File: src/rtl/ticket_counter_pkg.sv
// Shared definitions for the change dispenser and vending machine:
// change codes and the dispenser FSM state encoding.
package ticket_counter_pkg;

  localparam logic [1:0] CHG_NONE = 2'b00;
  localparam logic [1:0] CHG_50   = 2'b01;
  localparam logic [1:0] CHG_100  = 2'b10;
  localparam logic [1:0] CHG_150  = 2'b11;

  typedef enum logic [2:0] {
    IDLE,
    POP,
    DRIVE100,
    WAIT100,
    DRIVE50,
    WAIT50,
    DONE,
    FAULT
  } disp_state_e;

endpackage

File: src/rtl/change_fifo.sv
// Synchronous FIFO of change requests; an extra pointer bit tells full from empty.
module change_fifo #(
  parameter int DEPTH = 4,
  parameter int W     = 2
) (
  input  logic                     clk,
  input  logic                     reset,
  input  logic                     push,
  input  logic                     pop,
  input  logic [W-1:0]             din,
  output logic [W-1:0]             dout,
  output logic                     full,
  output logic                     empty,
  output logic [$clog2(DEPTH):0]   count
);

  localparam int AW = $clog2(DEPTH);
  localparam logic [AW:0] PTR_ONE = (AW+1)'(1);

  logic [W-1:0] mem_q [DEPTH];
  logic [AW:0]  wr_q;
  logic [AW:0]  rd_q;
  logic         do_push;
  logic         do_pop;

  assign empty   = (wr_q == rd_q);
  assign full    = (wr_q[AW] != rd_q[AW]) && (wr_q[AW-1:0] == rd_q[AW-1:0]);
  assign count   = wr_q - rd_q;
  assign dout    = mem_q[rd_q[AW-1:0]];
  assign do_pop  = pop && !empty;
  // A pop in the same cycle frees the slot, so a push into a full FIFO is still taken.
  assign do_push = push && (!full || do_pop);

  always_ff @(posedge clk or posedge reset) begin
    if (reset) begin
      wr_q <= '0;
      rd_q <= '0;
    end else begin
      if (do_push) wr_q <= wr_q + PTR_ONE;
      if (do_pop)  rd_q <= rd_q + PTR_ONE;
    end
  end

  always_ff @(posedge clk) begin
    if (do_push) mem_q[wr_q[AW-1:0]] <= din;
  end

endmodule

File: src/rtl/change_dispenser.sv
// Queues change requests and drives the 100/50 JPY hoppers one coin at a time,
// re-pulsing on a missing exit-sensor pulse and faulting after repeated misses.
module change_dispenser
  import ticket_counter_pkg::*;
#(
  parameter int TIMEOUT_CYCLES = 16,
  parameter int MAX_RETRY      = 2,
  parameter int FIFO_DEPTH     = 4
) (
  input  logic       clk,
  input  logic       reset,
  input  logic       change_returned,
  input  logic [1:0] change_value,
  input  logic       coin_sensed,
  input  logic       fault_clear,
  output logic       hop100_pulse,
  output logic       hop50_pulse,
  output logic       busy,
  output logic       dispense_done,
  output logic       fault,
  output logic       overflow,
  output logic [2:0] pending
);

  localparam int TMR_W = $clog2(TIMEOUT_CYCLES + 1);
  localparam int RTY_W = (MAX_RETRY < 1) ? 1 : $clog2(MAX_RETRY + 1);
  localparam int CNT_W = $clog2(FIFO_DEPTH) + 1;
  localparam logic [TMR_W-1:0] TMR_MAX = TMR_W'(TIMEOUT_CYCLES);
  localparam logic [TMR_W-1:0] TMR_ONE = TMR_W'(1);
  localparam logic [RTY_W-1:0] RTY_MAX = RTY_W'(MAX_RETRY);
  localparam logic [RTY_W-1:0] RTY_ONE = RTY_W'(1);

  disp_state_e      state_q;
  logic [1:0]       code_q;
  logic [TMR_W-1:0] tmr_q;
  logic [TMR_W-1:0] tmr_d;
  logic [RTY_W-1:0] retry_q;
  logic             hop100_q;
  logic             hop50_q;
  logic             done_q;
  logic             fault_q;
  logic             overflow_q;

  logic             push_req;
  logic             fifo_pop;
  logic             fifo_full;
  logic             fifo_empty;
  logic [1:0]       fifo_head;
  logic [CNT_W-1:0] fifo_count;
  logic             ovf_event;
  logic             timed_out;

  function automatic logic [TMR_W-1:0] sat_inc(input logic [TMR_W-1:0] v);
    return (v == TMR_MAX) ? v : v + TMR_ONE;
  endfunction

  assign push_req  = change_returned && (change_value != CHG_NONE);
  assign fifo_pop  = (state_q == POP);
  assign ovf_event = push_req && fifo_full && !fifo_pop;
  assign tmr_d     = sat_inc(tmr_q);
  assign timed_out = (tmr_d == TMR_MAX);

  change_fifo #(
    .DEPTH (FIFO_DEPTH),
    .W     (2)
  ) u_fifo (
    .clk   (clk),
    .reset (reset),
    .push  (push_req),
    .pop   (fifo_pop),
    .din   (change_value),
    .dout  (fifo_head),
    .full  (fifo_full),
    .empty (fifo_empty),
    .count (fifo_count)
  );

  always_ff @(posedge clk or posedge reset) begin
    if (reset) begin
      state_q    <= IDLE;
      code_q     <= CHG_NONE;
      tmr_q      <= '0;
      retry_q    <= '0;
      hop100_q   <= 1'b0;
      hop50_q    <= 1'b0;
      done_q     <= 1'b0;
      fault_q    <= 1'b0;
      overflow_q <= 1'b0;
    end else begin
      hop100_q <= 1'b0;
      hop50_q  <= 1'b0;
      done_q   <= 1'b0;
      if (fault_clear) overflow_q <= 1'b0;
      if (ovf_event)   overflow_q <= 1'b1;

      unique case (state_q)
        IDLE: begin
          if (!fifo_empty) state_q <= POP;
        end
        POP: begin
          code_q  <= fifo_head;
          retry_q <= '0;
          if (fifo_head[1]) begin
            state_q  <= DRIVE100;
            hop100_q <= 1'b1;
          end else begin
            state_q <= DRIVE50;
            hop50_q <= 1'b1;
          end
        end
        DRIVE100: begin
          state_q <= WAIT100;
          tmr_q   <= '0;
        end
        DRIVE50: begin
          state_q <= WAIT50;
          tmr_q   <= '0;
        end
        WAIT100, WAIT50: begin
          tmr_q <= tmr_d;
          if (coin_sensed) begin
            retry_q <= '0;
            // Only a 150 request still owes a 50 coin after the 100 coin.
            if (state_q == WAIT100 && code_q == CHG_150) begin
              state_q <= DRIVE50;
              hop50_q <= 1'b1;
            end else begin
              state_q <= DONE;
              done_q  <= 1'b1;
            end
          end else if (timed_out) begin
            if (retry_q == RTY_MAX) begin
              state_q <= FAULT;
              fault_q <= 1'b1;
            end else begin
              retry_q <= retry_q + RTY_ONE;
              if (state_q == WAIT100) begin
                state_q  <= DRIVE100;
                hop100_q <= 1'b1;
              end else begin
                state_q <= DRIVE50;
                hop50_q <= 1'b1;
              end
            end
          end
        end
        DONE: begin
          state_q <= IDLE;
        end
        FAULT: begin
          if (fault_clear) begin
            state_q <= IDLE;
            fault_q <= 1'b0;
            retry_q <= '0;
          end
        end
        default: state_q <= IDLE;
      endcase
    end
  end

  assign hop100_pulse  = hop100_q;
  assign hop50_pulse   = hop50_q;
  assign dispense_done = done_q;
  assign fault         = fault_q;
  assign overflow      = overflow_q;
  assign busy          = (state_q != IDLE) || !fifo_empty;
  assign pending       = 3'(fifo_count);

endmodule

File: config.mk
export PLATFORM = sky130hd
export DESIGN_NAME = change_dispenser
export DESIGN_NICKNAME = d
export VERILOG_FILES = /design/src/rtl/ticket_counter_pkg.sv /design/src/rtl/change_fifo.sv /design/src/rtl/change_dispenser.sv
export SDC_FILE = /design/constraint.sdc
export NUM_CORES = 1
export LEC_CHECK = 0
export CELL_PAD_IN_SITES_DETAIL_PLACEMENT = 0
export CELL_PAD_IN_SITES_GLOBAL_PLACEMENT = 1
export CORE_ASPECT_RATIO = 1.5
export CORE_UTILIZATION = 40
export DETAILED_ROUTE_END_ITERATION = 10
export PLACE_DENSITY = 0.76
export SETUP_SLACK_MARGIN = 0.5
export SYNTH_ARGS = -nofsm -noshare
export SYNTH_HDL_FRONTEND = slang
export SYNTH_SLANG_ARGS = --single-unit
File: constraint.sdc
create_clock -name clk -period 1.8 [get_ports clk]
set_clock_uncertainty 0.05 [all_clocks]
set_input_delay 0.36 -clock clk [delete_from_list [all_inputs] [get_ports clk]]
set_output_delay 0.36 -clock clk [all_outputs]
set_load 0.03 [all_outputs]
# Yosys cells after proc, flatten, opt, wreduce, memory -nomap -nowiden

Memories as Yosys holds them, arrays and structs flattened.
Index checks and enable logic that the tools add are counted.

Flip-flop bits (word level): 23
Latch bits: 0
Memory bits (writable): 8
Bits in read-only memories: 0
Bits of input ports: 7
Output and inout bits: 9
Memories: 1

Memories:

| name         | words | width | read ports | clocked after memory_dff | wr ports | line              | text |
|---|---|---|---|---|---|---|---|
| u_fifo.mem_q | 4     | 2     | 1          | 0                        | 1        | change_fifo.sv:20 | `logic [W-1:0] mem_q [DEPTH];` |

$add $sub $neg: 5
$mul: 0
Div/mod/pow operators: 0
$lt $le $gt $ge: 0
Equal/unequal tests: 21
Shift operators: 0
Muxes and demuxes: 40
Bitwise gates (word level): 0
Reductions and logical operators: 24

Operator list:

| kind                                          | count |
|---|---|
| 2-to-1 mux 1 bit                              | 21 |
| 2-to-1 mux 3 bit                              | 7 |
| one-hot mux 3 bit (7 select lines)            | 1 |
| == test 3 bit, second input constant          | 4 |
| == test 5 bit, second input constant          | 2 |
| 2-to-1 mux 2 bit                              | 5 |
| inequality test 2 bit, second input constant  | 5 |
| one-hot mux 5 bit (2 select lines)            | 1 |
| nonzero test 2 bit                            | 4 |
| logical AND 1 bit                             | 7 |
| adder 3 x 1 -> 3 bit, second input constant   | 2 |
| == test 3 x 2 -> 1 bit, second input constant | 2 |
| inequality test 3 bit, second input constant  | 2 |
| one-hot mux 1 bit (2 select lines)            | 3 |
| one-hot mux 2 bit (3 select lines)            | 1 |
| nonzero test 3 bit                            | 2 |
| adder 5 x 1 -> 5 bit, second input constant   | 1 |
| 2-to-1 mux 5 bit                              | 1 |
| AND reduction 5 bit                           | 1 |
| == test 2 bit, second input constant          | 2 |
| AND reduction 4 bit                           | 1 |
| OR reduction 2 bit                            | 2 |
| == test 3 x 1 -> 1 bit, second input constant | 1 |
| == test 3 bit                                 | 1 |
| other kinds (8)                               | 11 |

# Depth between registers and ports, before layout

Word-level depth: 7
Mapped depth: 7

# Hierarchy

From an unflattened synthesis, not the netlist that was laid out.

Cells, all modules: 192
Area, all modules: 1875.5 um2

Modules (own cells, without submodules):

| module           | times used | cells each | area an instance (um2) | sequential area each (um2) |
|---|---|---|---|---|
| change_dispenser | 1          | 137        | 1137.3                 | 425.4 |
| change_fifo      | 1          | 55         | 738.2                  | 390.4 |

# Worst setup path before layout

Ideal clock, no wire load.

Kind: register to output
Start: reg u_fifo.rd_q[0]
End: out pending[2]
Data arrival time: 1651 ps
Data required time: 1390 ps
Setup slack: -261 ps
Cell stages (with the launch flop): 4
Cell sequence: dfrtp_1 -> ha_1 -> fa_1 -> xnor2_1

Cells in the longest elaborated chain, start to end: 1

Ends and longest elaborated chain:

| element                | line                   | text |
|---|---|---|
| start, declared        | change_fifo.sv:22      | `logic [AW:0] rd_q;` |
| start signal, assigned | change_fifo.sv:40      | `if (do_pop) rd_q <= rd_q + PTR_ONE;` |
| subtractor 3 bit       | change_fifo.sv:28      | `assign count = wr_q - rd_q;` |
| end, declared          | change_dispenser.sv:22 | `output logic [2:0] pending` |

No other way between the ends.

# Worst setup path in the final report

Start: reg tmr_q[0]
End: reg hop50_q, in the netlist hop50_pulse

Cells in the longest elaborated chain, start to end: 6
Elaborated cells between the ends (all ways): 7
Those cells by class: add/sub: 1; eq/ne: 2; mux: 4

Ends and longest elaborated chain:

| element                                                      | line                    | text |
|---|---|---|
| start, declared                                              | change_dispenser.sv:35  | `logic [TMR_W-1:0] tmr_q;` |
| start signal, assigned                                       | change_dispenser.sv:120 | `tmr_q <= tmr_d;` |
| adder 5 x 1 -> 5 bit / == test 5 bit (equally long branches) | change_dispenser.sv:54  | `return (v == TMR_MAX) ? v : v + TMR_ONE;` |
| 2-to-1 mux 5 bit (*)                                         | change_dispenser.sv:54  |  |
| == test 5 bit (*)                                            | change_dispenser.sv:61  | `assign timed_out = (tmr_d == TMR_MAX);` |
| 2-to-1 mux 1 bit (*)                                         | change_dispenser.sv:131 | `end else if (timed_out) begin` |
| 2-to-1 mux 1 bit (*)                                         | change_dispenser.sv:121 | `if (coin_sensed) begin` |
| one-hot mux 1 bit (2 select lines) (*)                       | change_dispenser.sv:96  | `unique case (state_q)` |
| end signal, assigned                                         | change_dispenser.sv:108 | `hop50_q <= 1'b1;` |
| end signal, assigned                                         | change_dispenser.sv:126 | `hop50_q <= 1'b1;` |
| end signal, assigned                                         | change_dispenser.sv:142 | `hop50_q <= 1'b1;` |
| end, declared                                                | change_dispenser.sv:39  | `logic hop50_q;` |

Every way passes the cells marked *; elsewhere a longest branch is shown, timed or not.
A chain may end at the register's enable or synchronous reset.

==> results_dict.tcl <==
set metrics [dict create \
    clock_latency_ns 0.29 \
    io_buffers 15 \
    crit_arrival_ns 2.13 \
    grt_max_degree 24 \
    rsz0062_at_grt "yes" \
    relSlewSlack_pct 69.36 \
    via_count 1644 \
    die_w_um 56.61 \
    r2r_end "hop50_pulse$_DFF_PP0_" \
    ys_async_sr_fraction_pct 74.19 \
    grt_use_met3_pct 3.721 \
    ctsRootBufferMaster "clkbuf_8" \
    worstPathRequired_ns 1.92 \
    synth.ff_latch_count 31 \
    path_class "reg -> reg" \
    grtUsageMet2_pct 39.57 \
    wl_mm 5.220 \
    area_growth_pct 68.74 \
    setup-violations-final 11 \
    vias_per_cell 5.573 \
    start_kind "register" \
    grt_antenna_before_repair 0 \
    post-route-min-period_ns 2.008 \
    cts_buffers 5 \
    seq_area_frac_synth_pct 45.59 \
    grt_usage_pct 22.74 \
    grt.busiest_layer "met2" \
    wl_per_cell_um 17.69 \
    drt_iter0_drc 56 \
    met1_usage_pct 27.40 \
    synthTopCellsByArea "dfrtp_1 (32%), edfxtp_1 (13%), ha_1 (7.0%)" \
    end_kind "register" \
    reg2regPathDepth 8 \
    total_power_mw 6.233 \
    grt_pass1_wl_mm 8.369 \
    die_area_um2 4750 \
    start_util_pct 42.15 \
    rows 29 \
    cts_tree "built" \
    fillers 299 \
    p_leak_nw 1.269 \
    synth_edf_count 8 \
    path_max_fanout 5 \
    drive_gt1_share_pct 61.45 \
    peakVddDrop_uv 2146 \
    grt_pass1_vias 1779 \
    ys.warnings.count 0 \
    clk_pin_slew_worst_paths_ns 0.07 \
    gp_congestion 0.8289 \
    tightest_slew_ns 0.4561 \
    slew_viol_final 0 \
    core_area_um2 4245 \
    hold_path_class "in -> async" \
    firstDrtPassIters 4 \
    yosysTopAreaCell "dfrtp_1" \
    worstSetupStartpoint "tmr_q[0]$_DFFE_PP0P_" \
    reg2reg_slack_ns -0.21 \
    drc 0 \
    r2r-start "tmr_q[0]$_DFFE_PP0P_" \
    cts_htree_levels 2 \
    cts_buffer_depth 2 \
    syn_area_um2 1789 \
    period_share_pct 111.6 \
    synth_top_area_share_pct 32.17 \
    crit_path_end "hop50_pulse$_DFF_PP0_" \
    ant_nets 0 \
    final_nets 266 \
    fmax_ghz 0.4980 \
    power_density_nw_per_um2 2064 \
    synth_area_per_cell_um2 10.34 \
    post-dp-hpwl_mm 3.229 \
    fin_ws_ns -0.2079 \
    multi_input_area_um2 1329 \
    num_antenna_cells 0 \
    io_pins 16 \
    die_h_um 83.91 \
    clock-sinks 31 \
    ys_types 49 \
    cap_violations 0 \
    syn-num-nets 191 \
    fin_setup_tns_ns -1.411 \
    violations "negative setup slack" \
    synth_cells 173 \
    status "complete, but fails checks" \
    hold_viol_final 0 \
    synthFlopType "dfrtp_1" \
    regArea_um2 822.0 \
    grt_overflow 0 \
]
synth_stat cells (all sizes together) (2+ instances only):
master	instances
edfxtp	8
nand3	5
inv	15
dfrtp	23
nor3	7
a211oi	2
o41ai	2
and2	4
a21oi	9
mux2	3
clkbuf	5
nand2	14
o21a	2
xnor2	6
mux4	2
nand3b	5
ha	10
or2	2
a221oi	2
nor2b	2
nor2	7
nand4	2
nor3b	3
o21ai	11
o31ai	3
buf	3
cells in the final DEF, fill, tap and decap left out, drive strengths merged, types with 2 or more instances in the layout:
cell type	count
buf	70
dfrtp	23
inv	15
nand2	14
o21ai	11
ha	10
a21oi	9
edfxtp	8
nor2	7
nor3	7
clkdlybuf4s50	6
xnor2	6
nand3b	5
clkbuf	5
nand3	5
and2	4
mux2	3
nor3b	3
o31ai	3
a221oi	2
nand4	2
o21a	2
mux4	2
a211oi	2
clkinv	2
or2	2
o41ai	2
nor2b	2
worst max-delay path, stage by stage, from the launching register on:
cell	delay [ns]
dfrtp_2	0.45
inv_2	0.11
ha_4	0.15
nor3b_4	0.22
nor4b_4	0.08
nor3_4	0.36
buf_6	0.18
o21bai_4	0.06
a32o_2	0.24
through the flow:
| stage | hold WS [ns] | util [%] | instances | setup WS, ns | area (µm²) |
|---|---|---|---|---|---|
| 2_1_floorplan | 0.3116 | - | 173 | 0.07223 | 1984 |
| 3_3_place_gp | 0.4210 | 56.50 | 261 | -0.2436 | 2399 |
| 3_5_place_dp | 0.4215 | 56.50 | 261 | -0.2719 | 2399 |
| 4_1_cts | 0.3740 | 66.96 | 289 | -0.2257 | 2843 |
| 5_1_grt | 0.4237 | 71.12 | 295 | -0.2908 | 3019 |
| 6_report | 0.3684 | 71.12 | 295 | -0.2079 | 3019 |
routing by layer:
layer | share of wire (%) | wire length [µm]
met5 | 0 | 0
met4 | 2.0 | 106
met3 | 3.3 | 170
met2 | 54 | 2843
met1 | 40 | 2099
flip-flops by register name, indices dropped and copies added, names as in the netlist:
name           count
u_fifo.mem_q       8
tmr_q              5
state_q            3
u_fifo.rd_q        3
u_fifo.wr_q        3
code_q             2
retry_q            2
dispense_done      1
fault              1
hop100_pulse       1
hop50_pulse        1
overflow           1
layout make-up:
class                   count  area share (%)
inverters                  15           1.865
flip-flops and latches     31           27.23
well taps                  46           1.906
repair buffers             76           21.88
multi-input cells         119           44.01
clock buffers               5           2.279
clock inverters             3          0.8288
worst min path at each step:
stage	start	to	slack (ns)
3_3_place_gp	fault$_DFFE_PP0P_	fault$_DFFE_PP0P_	0.42
6_report	reset	u_fifo.rd_q[2]$_DFFE_PP0P_	0.37
3_5_place_dp	fault$_DFFE_PP0P_	fault$_DFFE_PP0P_	0.42
2_1_floorplan	reset	code_q[0]$_DFFE_PP0P_	0.31
5_1_grt	reset	u_fifo.wr_q[1]$_DFFE_PP0P_	0.42
4_1_cts	reset	tmr_q[1]$_DFFE_PP0P_	0.37
power by group:
group          internal [mW]  switching (mW)
sequential             0.967           0.238
combinational           2.34            2.12
clock                  0.276           0.291
kinds of logic after synthesis:
group / synth area share (%)
AO/OA/AOI/OAI: 15.24
flip-flops: 45.59
multiplexers: 4.405
AND/OR/NAND/NOR: 17.90
XOR/XNOR: 3.427
buffers and inverters: 5.314
adder cells (fa/ha/maj): 8.112
what timing repair did:
item,CTS,global route
buffers inserted,20,6
endpoints found under the setup margin,38,35
endpoints found under the hold margin,0,0
hold buffers,0,0
pin swaps,19,17
resized for setup,82,29
Power figures use the tool's default switching activity.
